--- config.mk ---
export PLATFORM = sky130hd
export DESIGN_NAME = sparse_feature_encoder_flat
export DESIGN_NICKNAME = d
export VERILOG_FILES = /design/src/rtl/sparse_feature_encoder_if.sv /design/src/rtl/sparse_feature_encoder.sv /design/src/flat_wrapper.sv
export SDC_FILE = /design/constraint.sdc
export NUM_CORES = 1
export LEC_CHECK = 0
export CORE_ASPECT_RATIO = 1.1
export CORE_MARGIN = 1
export CORE_UTILIZATION = 55
export DETAILED_ROUTE_END_ITERATION = 10
export HOLD_SLACK_MARGIN = 0.1
export PLACE_DENSITY = 0.81
export RECOVER_POWER = 100
export REMOVE_ABC_BUFFERS = 1
export SKIP_CTS_REPAIR_TIMING = 1
export SLEW_MARGIN = 10
export SYNTH_ARGS = -nofsm -noshare
export SYNTH_HDL_FRONTEND = slang
export SYNTH_SLANG_ARGS = --single-unit
--- constraint.sdc ---
create_clock -name clk -period 27.6 [get_ports clk]
set_input_delay 5.52 -clock clk [delete_from_list [all_inputs] [get_ports clk]]
set_output_delay 5.52 -clock clk [all_outputs]
set_load 0.005 [all_outputs]
--- src/rtl/sparse_feature_encoder_if.sv ---
// Sparse feature encoder bus: dense pixel input plus packed 4-lane sparse output.
// The master modport is the encoder side; the slave modport is its environment.
interface sparse_feature_encoder_if #(
    parameter int col_length         = 8,
    parameter int word_length        = 8,
    parameter int double_word_length = 16
);
    logic                          in_valid;
    logic                          in_ready;
    logic [word_length-1:0]        in_pixel;
    logic [double_word_length-1:0] in_channel;
    logic                          out_valid;
    logic                          out_ready;
    logic [word_length*4-1:0]      feature_value;
    logic [col_length*4-1:0]       feature_cols;
    logic [col_length*4-1:0]       feature_rows;
    logic [3:0]                    lane_mask;
    logic                          out_last;
    logic [double_word_length-1:0] out_channel;
    logic [double_word_length-1:0] feature_valid_num;
    logic                          frame_done;

    modport master (
        input  in_valid, in_pixel, in_channel, out_ready,
        output in_ready, out_valid, feature_value, feature_cols, feature_rows,
               lane_mask, out_last, out_channel, feature_valid_num, frame_done
    );

    modport slave (
        output in_valid, in_pixel, in_channel, out_ready,
        input  in_ready, out_valid, feature_value, feature_cols, feature_rows,
               lane_mask, out_last, out_channel, feature_valid_num, frame_done
    );
endinterface

--- src/rtl/sparse_feature_encoder.sv ---
// Dense raster feature map to 4-lane sparse (value,row,col) beats with a per-frame non-zero count.
// Optional macro SPARSE_PRUNE_EN: also drop pixels whose magnitude is <= prune_threshold.
module sparse_feature_encoder #(
    parameter int col_length         = 8,
    parameter int word_length        = 8,
    parameter int double_word_length = 16,
    parameter int image_size         = 28,
    parameter int prune_threshold    = 2
) (
    input  logic clk,
    input  logic rst,
    sparse_feature_encoder_if.master bus
);
    typedef enum logic [1:0] {IDLE, SCAN, FLUSH} state_t;

    localparam logic [col_length-1:0] coord_max = col_length'(image_size - 1);

    state_t state, state_nxt;

    logic [col_length-1:0]         row, col, cur_row, cur_col;
    logic [double_word_length-1:0] cnt;
    logic [1:0]                    acc_fill;
    logic [word_length*4-1:0]      acc_value, ins_value, out_value;
    logic [col_length*4-1:0]       acc_rows, ins_rows, out_rows;
    logic [col_length*4-1:0]       acc_cols, ins_cols, out_cols;
    logic [3:0]                    acc_mask, ins_mask, out_mask;
    logic                          out_valid, out_last, frame_done;
    logic [double_word_length-1:0] out_channel, valid_num;
    logic                          keep, ready, accept, last_pix, emit, out_hs, last_hs;

`ifdef SPARSE_PRUNE_EN
    // Two's-complement magnitude; the most negative code reads as the largest unsigned value.
    logic [word_length-1:0] mag;
    assign mag  = bus.in_pixel[word_length-1] ? (~bus.in_pixel + word_length'(1)) : bus.in_pixel;
    assign keep = mag > word_length'(prune_threshold);
`else
    assign keep = bus.in_pixel != '0;
`endif

    // The first pixel of a frame is always (0,0), whatever the counters hold.
    always_comb begin
        cur_row  = (state == IDLE) ? '0 : row;
        cur_col  = (state == IDLE) ? '0 : col;
        last_pix = (cur_row == coord_max) && (cur_col == coord_max);
    end

    always_comb begin
        ins_value = acc_value;
        ins_rows  = acc_rows;
        ins_cols  = acc_cols;
        ins_mask  = acc_mask;
        for (int k = 0; k < 4; k++) begin
            if (keep && acc_fill == 2'(k)) begin
                ins_value[k*word_length +: word_length] = bus.in_pixel;
                ins_rows[k*col_length +: col_length]    = cur_row;
                ins_cols[k*col_length +: col_length]    = cur_col;
                ins_mask[k]                             = 1'b1;
            end
        end
    end

    always_ff @(posedge clk or posedge rst) begin
        if (rst) state <= IDLE;
        else     state <= state_nxt;
    end

    always_comb begin
        state_nxt = state;
        case (state)
            IDLE:    if (accept) state_nxt = last_pix ? FLUSH : SCAN;
            SCAN:    if (accept && last_pix) state_nxt = FLUSH;
            FLUSH:   if (last_hs) state_nxt = IDLE;
            default: state_nxt = IDLE;
        endcase
    end

    // Input stalls only while a beat is held, so a completed beat always has a free slot.
    always_comb begin
        ready   = !rst && (state != FLUSH) && (!out_valid || bus.out_ready);
        accept  = bus.in_valid && ready;
        emit    = accept && (last_pix || (keep && acc_fill == 2'd3));
        out_hs  = out_valid && bus.out_ready;
        last_hs = out_hs && out_last;
    end

    always_ff @(posedge clk or posedge rst) begin
        if (rst) begin
            row         <= '0;
            col         <= '0;
            cnt         <= '0;
            acc_fill    <= '0;
            acc_value   <= '0;
            acc_rows    <= '0;
            acc_cols    <= '0;
            acc_mask    <= '0;
            out_value   <= '0;
            out_rows    <= '0;
            out_cols    <= '0;
            out_mask    <= '0;
            out_valid   <= 1'b0;
            out_last    <= 1'b0;
            out_channel <= '0;
            valid_num   <= '0;
            frame_done  <= 1'b0;
        end else begin
            frame_done <= last_hs;
            if (last_hs) valid_num <= cnt;
            if (out_hs) out_valid <= 1'b0;
            if (accept) begin
                if (state == IDLE) begin
                    out_channel <= bus.in_channel;
                    cnt         <= keep ? double_word_length'(1) : '0;
                end else if (keep) begin
                    cnt <= cnt + double_word_length'(1);
                end
                if (last_pix) begin
                    row <= '0;
                    col <= '0;
                end else if (cur_col == coord_max) begin
                    row <= cur_row + col_length'(1);
                    col <= '0;
                end else begin
                    row <= cur_row;
                    col <= cur_col + col_length'(1);
                end
                if (emit) begin
                    out_value <= ins_value;
                    out_rows  <= ins_rows;
                    out_cols  <= ins_cols;
                    out_mask  <= ins_mask;
                    out_last  <= last_pix;
                    out_valid <= 1'b1;
                    acc_value <= '0;
                    acc_rows  <= '0;
                    acc_cols  <= '0;
                    acc_mask  <= '0;
                    acc_fill  <= '0;
                end else begin
                    acc_value <= ins_value;
                    acc_rows  <= ins_rows;
                    acc_cols  <= ins_cols;
                    acc_mask  <= ins_mask;
                    acc_fill  <= acc_fill + {1'b0, keep};
                end
            end
        end
    end

    assign bus.in_ready          = ready;
    assign bus.out_valid         = out_valid;
    assign bus.feature_value     = out_value;
    assign bus.feature_rows      = out_rows;
    assign bus.feature_cols      = out_cols;
    assign bus.lane_mask         = out_mask;
    assign bus.out_last          = out_last;
    assign bus.out_channel       = out_channel;
    assign bus.feature_valid_num = valid_num;
    assign bus.frame_done        = frame_done;
endmodule

--- src/flat_wrapper.sv ---
// flat-port wrapper written by rule: the top's interface ports become plain ports
module sparse_feature_encoder_flat 
#(
    parameter int col_length         = 8,
    parameter int word_length        = 8,
    parameter int double_word_length = 16,
    parameter int image_size         = 28,
    parameter int prune_threshold    = 2
)
  (clk, rst, bus_in_valid, bus_in_pixel, bus_in_channel, bus_out_ready, bus_in_ready, bus_out_valid, bus_feature_value, bus_feature_cols, bus_feature_rows, bus_lane_mask, bus_out_last, bus_out_channel, bus_feature_valid_num, bus_frame_done);
  sparse_feature_encoder_if #(.col_length(col_length), .word_length(word_length), .double_word_length(double_word_length)) bus_i ();
  input  logic clk;
  input  logic rst;
  input wire logic [$bits(bus_i.in_valid)-1:0] bus_in_valid;
  input wire logic [$bits(bus_i.in_pixel)-1:0] bus_in_pixel;
  input wire logic [$bits(bus_i.in_channel)-1:0] bus_in_channel;
  input wire logic [$bits(bus_i.out_ready)-1:0] bus_out_ready;
  output wire logic [$bits(bus_i.in_ready)-1:0] bus_in_ready;
  output wire logic [$bits(bus_i.out_valid)-1:0] bus_out_valid;
  output wire logic [$bits(bus_i.feature_value)-1:0] bus_feature_value;
  output wire logic [$bits(bus_i.feature_cols)-1:0] bus_feature_cols;
  output wire logic [$bits(bus_i.feature_rows)-1:0] bus_feature_rows;
  output wire logic [$bits(bus_i.lane_mask)-1:0] bus_lane_mask;
  output wire logic [$bits(bus_i.out_last)-1:0] bus_out_last;
  output wire logic [$bits(bus_i.out_channel)-1:0] bus_out_channel;
  output wire logic [$bits(bus_i.feature_valid_num)-1:0] bus_feature_valid_num;
  output wire logic [$bits(bus_i.frame_done)-1:0] bus_frame_done;
  assign bus_i.in_valid = bus_in_valid;
  assign bus_i.in_pixel = bus_in_pixel;
  assign bus_i.in_channel = bus_in_channel;
  assign bus_i.out_ready = bus_out_ready;
  assign bus_in_ready = bus_i.in_ready;
  assign bus_out_valid = bus_i.out_valid;
  assign bus_feature_value = bus_i.feature_value;
  assign bus_feature_cols = bus_i.feature_cols;
  assign bus_feature_rows = bus_i.feature_rows;
  assign bus_lane_mask = bus_i.lane_mask;
  assign bus_out_last = bus_i.out_last;
  assign bus_out_channel = bus_i.out_channel;
  assign bus_feature_valid_num = bus_i.feature_valid_num;
  assign bus_frame_done = bus_i.frame_done;
  sparse_feature_encoder #(.col_length(col_length), .word_length(word_length), .double_word_length(double_word_length), .image_size(image_size), .prune_threshold(prune_threshold)) u_core (.clk(clk), .rst(rst), .bus(bus_i));
endmodule
### Yosys cells after proc, flatten, opt, wreduce, memory -nomap -nowiden

Cells that the tools add are included.

* register bits: 271
* bits of input ports: 28
* output and inout port bits: 136
* logic and storage cells: 95

* $add $sub $neg: 4
* equality and inequality tests: 11
* multiplexer cells: 38
* reductions and logical operators: 24

Operators by type and width (number)
* $mux 8: 18
* $mux 32: 3
* $mux 16: 2
* $add 16x1->16 const B: 1
* $add 8x1->8 const B: 2
* $eq 8x5->1 const B: 2
* $logic_and 1x1->1: 12
* $mux 2: 5
* $mux 1: 8
* $reduce_bool 8->1: 1
* $eq 2x2->1 const B: 3
* $ne 2x1->1 const B: 3
* $pmux 2 s3: 1
* $reduce_and 2->1: 3
* $eq 2x1->1 const B: 2
* $logic_not 2->1: 2
* $mux 4: 1
* $reduce_and 3->1: 1
* $add 2x1->2: 1
* $logic_not 1->1: 2
* $logic_or 1x1->1: 2
* $ne 2x2->1 const B: 1
* $reduce_bool 2->1: 1

### Depth between registers and ports, before layout

Gate-level depths: netlist (run 1).

* depth after elaboration: 8
* depth in mapped cells: 14

### Worst setup path before layout (run 1)

No wires, ideal clock.

* path type: input port to output port
* start: in rst
* end: out bus_in_ready
* arrival time: 11.856 ns
* slack: 10.224 ns
* stages on the path: 2
* path buffers: 0
* path through: inv_1 -> and3_1

* longest elaborated chain between the ends: 3

Ends and longest elaborated chain
* start, declared: RTL line flat_wrapper.sv:13 `input logic rst;`
* $logic_not 1->1 (no source line)
* $logic_and 1x1->1 (2 in series): RTL line sparse_feature_encoder.sv:79 `ready = !rst && (state != FLUSH) && (!out_valid || bus.out_ready);`
* end, declared: RTL line flat_wrapper.sv:18 `output wire logic [$bits(bus_i.in_ready)-1:0] bus_in_ready;`

Every way passes these cells.

### Final worst setup path (run 1)

Ends and elaborated chain as after synthesis.

==> results_dict.tcl, run 1 <==
set metrics [dict create \
    rsz0062_at_grt "false" \
    grt_overflow_total 0 \
    cp_slowest_stage_delay_ns 4.26 \
    drc_errors 3 \
    root_buffer "clkbuf_16" \
    use_met1_pct 37.0 \
    port_buffers 163 \
    worstMarginPinSlew_ns 5.81 \
    ant_nets 0 \
    synth_simple_gate_area_share_pct 15.9 \
    synth_enable_flop_cells 0 \
    finClkSkew_ns 0.00982 \
    die_h_um 153 \
    dpl.cell_count 1419 \
    synth_compound_area_share_pct 17.6 \
    syn_to_final_growth_pct 21.6 \
    grt-busiest-layer "met2" \
    synth.mux.area_fraction_pct 1.58 \
    grt_use_met2_pct 47.5 \
    cts_tree "done" \
    drv_cap 12 \
    yosysTopAreaCell "dfrtp_1" \
    die_width_um 139 \
    fillCellCount 1529 \
    final_cells 1465 \
    async_reset_ff_share_pct 100 \
    fmax_mhz 55.5 \
    cp.arrival_ns 12.51 \
    start_kind "input port" \
    crit_chain "dlygate4sd3_1 > clkinvlp_2 > and3_1 > dlygate4sd3_1" \
    status "finished, violations left" \
    viasPerCell 6.25 \
    syn_inst 1073 \
    num_rows 54 \
    clk_latency_ns 0.52 \
    cts_buffer_depth 3 \
    timing.slew.headroom_pct -290 \
    grt_usage_pct 28.2 \
    synth_top_family_by_area "compound AO/OA/AOI/OAI gates" \
    numClockSinks 271 \
    synth_xor_xnor_area_share_pct 0.999 \
    worst_ep_required_time_ns 22.08 \
    clkSlewWorstSetupHoldPaths_ns 0.06 \
    min_path_type "flip-flop to flip-flop" \
    synth_ff_type "dfrtp_1" \
    start_util_pct 56.8 \
    synth_warnings 0 \
    antenna_found_initial 0 \
    fin_crit_sh_pct 65.3 \
    dieArea_um2 21300 \
    drt_wl_total_um 29400 \
    htreeDepth 1 \
    setup_viol 0 \
    crit_family "buffers and inverters" \
    hold_viol_final 0 \
    powerDensity_nw_per_um2 55.5 \
    max-vdd-ir-drop_uv 50.0 \
    syn_area_um2 11400 \
    drive_above_1_share_pct 6.68 \
    synth_fa_ha_area_share_pct 0.439 \
    drtIter0Drc 813 \
    grt_first_pass_wirelength_um 48400 \
    leakage_nw 6.93 \
    dpl.hpwl_um 18300 \
    violations "DRC, capacitance limit, slew limit" \
    synth.area.top_cells "dfrtp_1 60%, a21oi_1 5.9%, nor3_1 3.7%" \
    cp-end-kind "output port" \
    worst-setup-path-type "input port to output port" \
    setup_tns_ns 0 \
    power_uw 769 \
    ys_ff_latch 271 \
    finalMaxSlewViolations 641 \
    synth.avg_cell_area_um2 10.6 \
    grt_max_degree 135 \
    slowest_stage "clkinvlp_2" \
    firstDrtPassIters 8 \
    yosysSeqAreaShare_pct 59.5 \
    yosys.area.top_type_share_pct 59.5 \
    cpMostUsedCell "dlygate4sd3_1" \
    ys_types 48 \
    worst-path-buf-inv 3 \
    cp_max_fo 134 \
    vias 9156 \
    whs_ns 0.469 \
    grt_pass1_vias 9293 \
    num_antenna_cells 0 \
    wire_per_inst_um 20.1 \
    gp_congestion 0.864 \
    final_nets 1227 \
    gr-usage-met3_pct 4.86 \
    ios 164 \
    fin_util_pct 69.0 \
    cts-buffers-inserted 26 \
    core_area_um2 20100 \
    fin_crit_ns 18.03 \
]
[path summary, 6_finish.rpt]
| kind | startpoint | slack [ns] | cells after the start | endpoint |
|---|---|---|---|---|
| max | rst | 9.57 | 4 | bus_in_ready |
| min | u_core.bus.out_channel[3] | 0.47 | 2 | u_core.bus.out_channel[3] |
| max reg2reg | u_core.state[0] | 20.49 | 7 | u_core.bus.feature_value[31] |
| min reg2reg | u_core.bus.out_channel[3] | 0.47 | 2 | u_core.bus.out_channel[3] |
| max in group asynchronous | rst | 14.79 | 3 | u_core.bus.feature_cols[20] |
| min in group asynchronous | rst | 7.28 | 2 | u_core.bus.feature_rows[22] |
[stage by stage]
stage          worst slack (ns)  cell area [µm²]
2_1_floorplan             10.22            11000
3_3_place_gp              14.53            13100
3_5_place_dp              14.52            13100
4_1_cts                   14.52            13900
5_1_grt                    8.21            13900
6_report                   9.57            13900
[worst reg2reg max path: cells and delay by family, from the launching register on]
kind	cells	cell delay, ns
flops	1	0.47
buf+inv	2	2.54
simple gates	4	3.28
compound gates	1	0.69
[cells in the final DEF (no fill, tap or decap), types with 3 or more instances in the layout]
master,instances
a22oi_1,24
and2_1,3
a21oi_1,136
o31ai_1,3
nand3_1,19
clkbuf_1,15
nor3_1,84
nand3_2,3
xnor2_1,5
nor2_2,6
mux2_2,16
ha_1,4
nor4_1,7
dlygate4sd3_1,138
or3_1,4
inv_1,12
clkdlybuf4s50_1,25
a31oi_1,7
clkbuf_16,27
o21ai_0,20
and3_1,36
nand2b_1,5
nor2_1,92
or4_1,3
dfrtp_1,271
xor2_1,8
clkinv_2,4
o2bb2ai_1,30
clkbuf_8,9
a22o_1,42
o21ai_2,3
a221o_1,25
buf_4,4
nand4_1,9
nand2_1,92
nor2b_1,3
[report_power, final]
part / total [mW] / internal (mW) / switching (mW)
clock network: 0.358 / 0.211 / 0.146
logic: 0.0140 / 0.00391 / 0.0101
registers: 0.397 / 0.397 / 0
[cell families after synthesis]
kind of cell    count (synthesis)
compound gates                297
xor+xnor                       13
fa+ha+maj                       4
buf+inv                        97
flops                         271
mux                            16
simple gates                  375
[flip-flops by register name, summed over array words and instances, names as in the netlist, 16 cells and up]
signal                        cells
u_core.acc_rows                  32
u_core.bus.feature_value         32
u_core.bus.out_channel           16
u_core.cnt                       16
u_core.acc_cols                  32
u_core.bus.feature_cols          32
u_core.acc_value                 32
u_core.bus.feature_rows          32
u_core.bus.feature_valid_num     16
[Yosys cell counts, types with 19 or more instances]
cell type / count
clkbuf_1: 36
buf_2: 34
o2bb2ai_1: 30
nand2_1: 93
a22o_1: 42
nor3_1: 84
o21ai_0: 20
a22oi_1: 24
dfrtp_1: 271
and3_1: 36
a221o_1: 25
nor2_1: 92
a21oi_1: 134
nand3_1: 19
[final cells by class]
type                       count  area (µm²)  area share [%]
inverter                      14        53.8           0.388
tap                          252         315            2.28
multi-input combinational    705        4140            29.9
clock buffer                  41         818            5.91
sequential                   271        6780            48.9
timing repair buffer         177        1700            12.3
clock inverter                 5        50.0           0.361
[layer usage]
layer / wire [µm] / vias to the layer above
met3: 2250 / 73
met4: 863 / 0
met1: 11900 / 4528
met2: 14400 / 438
met5: 0 / -
li1: - / 4117
(Power assumes the default switching activity.)
==> inputs of run 2 (changes only) <==
--- a/config.mk
+++ b/config.mk
@@ -7,10 +7,10 @@
 export LEC_CHECK = 0
 export CORE_ASPECT_RATIO = 1.1
 export CORE_MARGIN = 1
-export CORE_UTILIZATION = 55
+export CORE_UTILIZATION = 54
 export DETAILED_ROUTE_END_ITERATION = 10
 export HOLD_SLACK_MARGIN = 0.1
-export PLACE_DENSITY = 0.81
+export PLACE_DENSITY = 0.79
 export RECOVER_POWER = 100
 export REMOVE_ABC_BUFFERS = 1
 export SKIP_CTS_REPAIR_TIMING = 1
==> constraint.sdc (replaced) <==
create_clock -name clk -period 16.8 [get_ports clk]
set_input_delay 3.36 -clock clk [delete_from_list [all_inputs] [get_ports clk]]
set_output_delay 3.36 -clock clk [all_outputs]
set_load 0.005 [all_outputs]
==> run 2 against run 1 <==
The run ends with capacitance limit, slew limit left. Power up 63%. Wire length decreased by 0.39%. Sequential share of layout area grew 0.066 points. Clock power up 61%. Global-route usage fell by 0.42 points. Design area down 0.14%. Register-to-register slack got worse by 11 ns. Sequential power rose by 64%. Die area grew 1.8%. Via count decreased by 1.1%. Hold slack improved by 0.0012 ns.
==> results_dict.tcl, run 2 (same netlist as run 1, synthesis figures left out) <==
set metrics [dict create \
    status "finished, violations left" \
    violations "capacitance limit, slew limit" \
    drc_errors 0 \
    cts-buffers-inserted 26 \
    min_path_cells 2 \
    fin_crit_ns 9.97 \
    layout_common_cells "271 x dfrtp_1, 138 x dlygate4sd3_1, 136 x a21oi_1" \
    leakage_nw 6.92 \
    grt_pass1_vias 9115 \
    antenna_found_initial 0 \
    htreeDepth 1 \
    start_kind "input port" \
    ios 164 \
    grt_overflow_total 0 \
    vias 9054 \
    met1Wirelength_um 11900 \
    power_mw 1.25 \
    cp_max_fo 79 \
    fillCellCount 1590 \
    ant_nets 0 \
    max-vdd-ir-drop_uv 70.0 \
    drtIter0Drc 786 \
    worst-setup-path-type "input port to flip-flop" \
    cts_tree "done" \
    gp_congestion 0.869 \
    grt_max_degree 118 \
    timing.slew.headroom_pct -201 \
    drv_cap 10 \
    viasPerCell 6.16 \
    hold_viol_final 0 \
    worstHoldEndpoint "u_core.bus.out_channel[4]" \
    finalMaxSlewViolations 441 \
    powerDensity_nw_per_um2 90.5 \
    num_antenna_cells 0 \
    num_rows 55 \
    finClkSkew_ns 0.0181 \
    worst_ep_required_time_ns 17.01 \
    fmax_mhz 100 \
    reg2reg_from "u_core.state[0]" \
    route.met3.wl_um 2130 \
    setup_viol 0 \
    cp.arrival_ns 10.18 \
    final_nets 1227 \
    worst_hold_startpoint "u_core.bus.out_channel[4]" \
    fin_crit_sh_pct 59.4 \
    worstMarginPinSlew_ns 4.52 \
    start_util_pct 55.2 \
    drive_above_1_share_pct 6.51 \
    grt_usage_pct 27.8 \
    dpl.hpwl_um 18200 \
    die_width_um 140 \
    dieArea_um2 21700 \
    port_buffers 163 \
    rsz0062_at_grt "false" \
    crit-reg2reg-capture "u_core.bus.feature_cols[16]" \
    grt_first_pass_wirelength_um 48000 \
    min_path_type "flip-flop to flip-flop" \
    rrSetupSlack_ns 9.76 \
    cp-end-kind "flip-flop" \
    syn_to_final_growth_pct 21.5 \
    root_buffer "clkbuf_16" \
    drt_wl_total_um 29300 \
    top_layer "met4" \
    rr_worst_depth 8 \
    core_area_um2 20600 \
    layout_commonest_cell "dfrtp_1" \
    clk_latency_ns 0.53 \
    clkSlewWorstSetupHoldPaths_ns 0.06 \
    wire_per_inst_um 19.9 \
    setup_tns_ns 0 \
    numClockSinks 271 \
    route.met2.wl_um 14500 \
    cts_buffer_depth 3 \
    die_h_um 154 \
    firstDrtPassIters 5 \
]
[run 2: layer usage]
| layer | up-vias | track usage [%] |
|---|---|---|
| met3 | 64 | 4.55 |
| met4 | 0 | 9.52 |
| met2 | 380 | 47.1 |
| li1 | 4124 | - |
| met1 | 4486 | 36.5 |
| met5 | - | 0 |
[run 2: worst max-delay path by stage]
stage,startpoint,to,slack (ns)
6_report,rst,u_core.bus.feature_cols[16],6.83
4_1_cts,rst,bus_in_ready,8.12
3_3_place_gp,rst,bus_in_ready,8.16
2_1_floorplan,rst,bus_in_ready,3.74
3_5_place_dp,rst,bus_in_ready,8.14
5_1_grt,rst,u_core.bus.feature_cols[16],6.35
[run 2: layout make-up]
type                       count  area (µm²)  share of cell area (%)
tap                          256         320                    2.31
timing repair buffer         177        1700                    12.3
inverter                      14        60.1                   0.434
multi-input combinational    705        4150                    30.0
clock inverter                 8        90.1                   0.651
clock buffer                  38         737                    5.33
sequential                   271        6780                    49.0
[run 2: metrics by stage]
step / instance area (µm²) / utilization (%) / worst slack (ns) / hold WS [ns] / cells
floorplan: 11000 / - / 3.74 / 0.456 / 990
global placement: 13100 / 63.3 / 8.16 / 0.457 / 1423
detailed placement: 13100 / 63.3 / 8.14 / 0.463 / 1423
CTS: 13900 / 67.4 / 8.12 / 0.478 / 1469
global route: 13800 / 67.0 / 6.35 / 0.496 / 1469
finish: 13800 / 67.0 / 6.83 / 0.470 / 1469
[run 2: worst max-delay path, stage by stage]
cell	delay, ns
dlygate4sd3_1	0.64
nor2b_1	0.19
and3_1	0.18
clkbuf_1	1.24
nand2_1	0.86
clkbuf_1	0.63
nand2_2	0.19
clkbuf_1	2.48
a21oi_1	0.30
[run 2: where the power goes]
part / leakage, nW / switching, mW / internal (mW) / total, mW
clock: 0.409 / 0.243 / 0.334 / 0.576
sequential: 3.75 / 0 / 0.653 / 0.653
combinational: 2.76 / 0.0168 / 0.00645 / 0.0233
total: 6.92 / 0.260 / 0.993 / 1.25
==> inputs of run 3 (changes only) <==
==> constraint.sdc (replaced) <==
create_clock -name clk -period 9.3 [get_ports clk]
set_input_delay 1.86 -clock clk [delete_from_list [all_inputs] [get_ports clk]]
set_output_delay 1.86 -clock clk [all_outputs]
set_load 0.005 [all_outputs]
==> run 3 against run 2 <==
The run still ends with capacitance limit, slew limit left. Utilization up 0.18 points. Power up 83%. Register-to-register slack worse by 6.7 ns. Sequential power up 81%. Hold slack worse by 0.0025 ns. Sequential share of layout area down 0.13 points. Critical path depth down 1. Critical path type unchanged. Largest power group unchanged.
==> results_dict.tcl, run 3 (same netlist as run 1, synthesis figures left out) <==
set metrics [dict create \
    drtIter0Drc 740 \
    cp_slowest_stage_delay_ns 1.66 \
    drc_errors 0 \
    clk_latency_ns 0.54 \
    wire_per_inst_um 20.0 \
    antenna_found_initial 0 \
    cts_tree "done" \
    vias 9039 \
    worst-path-buf-inv 3 \
    syn_to_final_growth_pct 21.8 \
    regArea_um2 6780 \
    crit_chain "dlygate4sd3_1 > nor2b_1 > and3_1 > clkbuf_1 > and4_1 > clkbuf_1 > nand2b_1 > a21oi_1" \
    violations "capacitance limit, slew limit" \
    max-vdd-ir-drop_uv 165 \
    power_frac_clock_pct 46.7 \
    ant_nets 0 \
    cp.arrival_ns 7.47 \
    die_h_um 154 \
    viasPerCell 6.16 \
    setup_viol 0 \
    dpl.hpwl_um 18400 \
    finalMaxSlewViolations 265 \
    worst_ep_required_time_ns 9.67 \
    clkSlewWorstSetupHoldPaths_ns 0.06 \
    dieArea_um2 21700 \
    die_width_um 140 \
    whs_ns 0.467 \
    core_area_um2 20600 \
    ios 164 \
    p_sw_uw 473 \
    grt_first_pass_wirelength_um 47600 \
    finClkSkew_ns 0.0247 \
    layout_setup_ws_ns 2.20 \
    leakage_nw 6.94 \
    reg2reg_from "u_core.state[1]" \
    crit-reg2reg-capture "u_core.state[0]" \
    hold_viol_final 0 \
    layout_common_cells "271 x dfrtp_1, 138 x dlygate4sd3_1, 136 x a21oi_1" \
    worst-setup-path-type "input port to flip-flop" \
    fin_util_pct 67.2 \
    rrSetupSlack_ns 3.03 \
    firstDrtPassIters 5 \
    gp_congestion 0.867 \
    startpoint "rst" \
    cp_max_fo 48 \
    drt_wl_total_um 29300 \
    placed_area_um2 13100 \
    worstMarginPinSlew_ns 3.49 \
    p_int_mw 1.82 \
    layout_commonest_cell "dfrtp_1" \
    fin_crit_sh_pct 76.3 \
    drive_above_1_share_pct 6.68 \
    sw_frac_of_total_pct 20.6 \
    status "finished, violations left" \
    post-place-ws_ns 3.61 \
    rsz0062_at_grt "false" \
    powerDensity_nw_per_um2 165 \
    power_mw 2.29 \
    start_kind "input port" \
    cts_buffer_depth 3 \
    fin_crit_ns 7.10 \
    final_nets 1227 \
    seqPwrFrac_pct 51.4 \
    root_buffer "clkbuf_16" \
    multi_input_area_um2 4140 \
    num_rows 55 \
    port_buffers 163 \
    cp-endpoint "u_core.state[0]" \
    grt_usage_pct 27.6 \
    drv_cap 7 \
    grt_pass1_vias 8893 \
    pwr-share-comb_pct 1.9 \
    numClockSinks 271 \
    slowest_stage "clkbuf_1" \
    cp-end-kind "flip-flop" \
    cpMostUsedCell "clkbuf_1" \
    cp_num_cells 8 \
    min_path_type "flip-flop to flip-flop" \
    fmax_mhz 141 \
    num_antenna_cells 0 \
    cts-buffers-inserted 27 \
    design_area_um2 13900 \
    crit_family "buffers and inverters" \
    fillCellCount 1583 \
    rr_worst_depth 10 \
    grt_overflow_total 0 \
    timing.slew.headroom_pct -132 \
    htreeDepth 1 \
    start_util_pct 55.2 \
    grt_max_degree 123 \
]
-- run 3: changes by cell type in the layout (fill, tap and decap cells not counted), sizes merged --
cell,previous run,this run
buf,5,7
inv,14,16
clkinv,6,3
clkbuf,47,45
-- run 3: layout make-up --
cell class                 count  share of cell area, %
sequential                   271                   48.9
multi-input combinational    705                   29.9
timing repair buffer         176                   12.3
clock buffer                  39                   5.56
tap                          256                   2.31
clock inverter                 7                  0.667
inverter                      14                  0.433
-- run 3: power groups by stage --
stage                     logic, mW  clock network, mW  registers, mW
after floorplan              0.0200                  0           1.20
after global placement       0.0436                  0           1.20
after detailed placement     0.0445                  0           1.20
after CTS                    0.0444               1.08           1.18
after global routing         0.0487               1.13           1.18
final                        0.0425               1.07           1.18
-- run 3: per-layer routing --
layer  global-route usage, %  up-vias  wire, µm
li1                        -     4122         -
met4                    9.16        0       775
met1                    37.8     4490     12600
met5                       0        -         0
met3                    4.46       64      1830
met2                    45.4      363     14100
-- run 3: per-stage QoR --
step | instances | setup TNS (ns)
after floorplan | 990 | -11.25
final | 1468 | 0
after detailed placement | 1422 | 0
after global placement | 1422 | 0
after CTS | 1468 | 0
after global routing | 1468 | 0
-- run 3: worst register-to-register path, cell delays in order (launching register included) --
cell and delay, ns:
dfrtp_1 0.47, or2_0 1.04, nand2_1 0.42, inv_1 0.27
ha_1 0.25, nand3_1 0.25, nor2_4 0.23, and4_1 1.15
clkbuf_1 1.67, nand2b_1 0.30, a21oi_1 0.07
-- run 3: how the worst min path moves through the flow --
| stage | depth (start not counted) | endpoint | slack [ns] | from |
|---|---|---|---|---|
| detailed placement | 2 | u_core.bus.out_channel[7] | 0.46 | u_core.bus.out_channel[7] |
| global placement | 2 | u_core.bus.out_channel[0] | 0.46 | u_core.bus.out_channel[0] |
| global route | 2 | u_core.bus.out_channel[8] | 0.50 | u_core.bus.out_channel[8] |
| floorplan | 1 | u_core.acc_cols[10] | 0.46 | u_core.acc_cols[10] |
| CTS | 2 | u_core.bus.out_channel[7] | 0.48 | u_core.bus.out_channel[7] |
| finish | 2 | u_core.bus.out_channel[7] | 0.47 | u_core.bus.out_channel[7] |
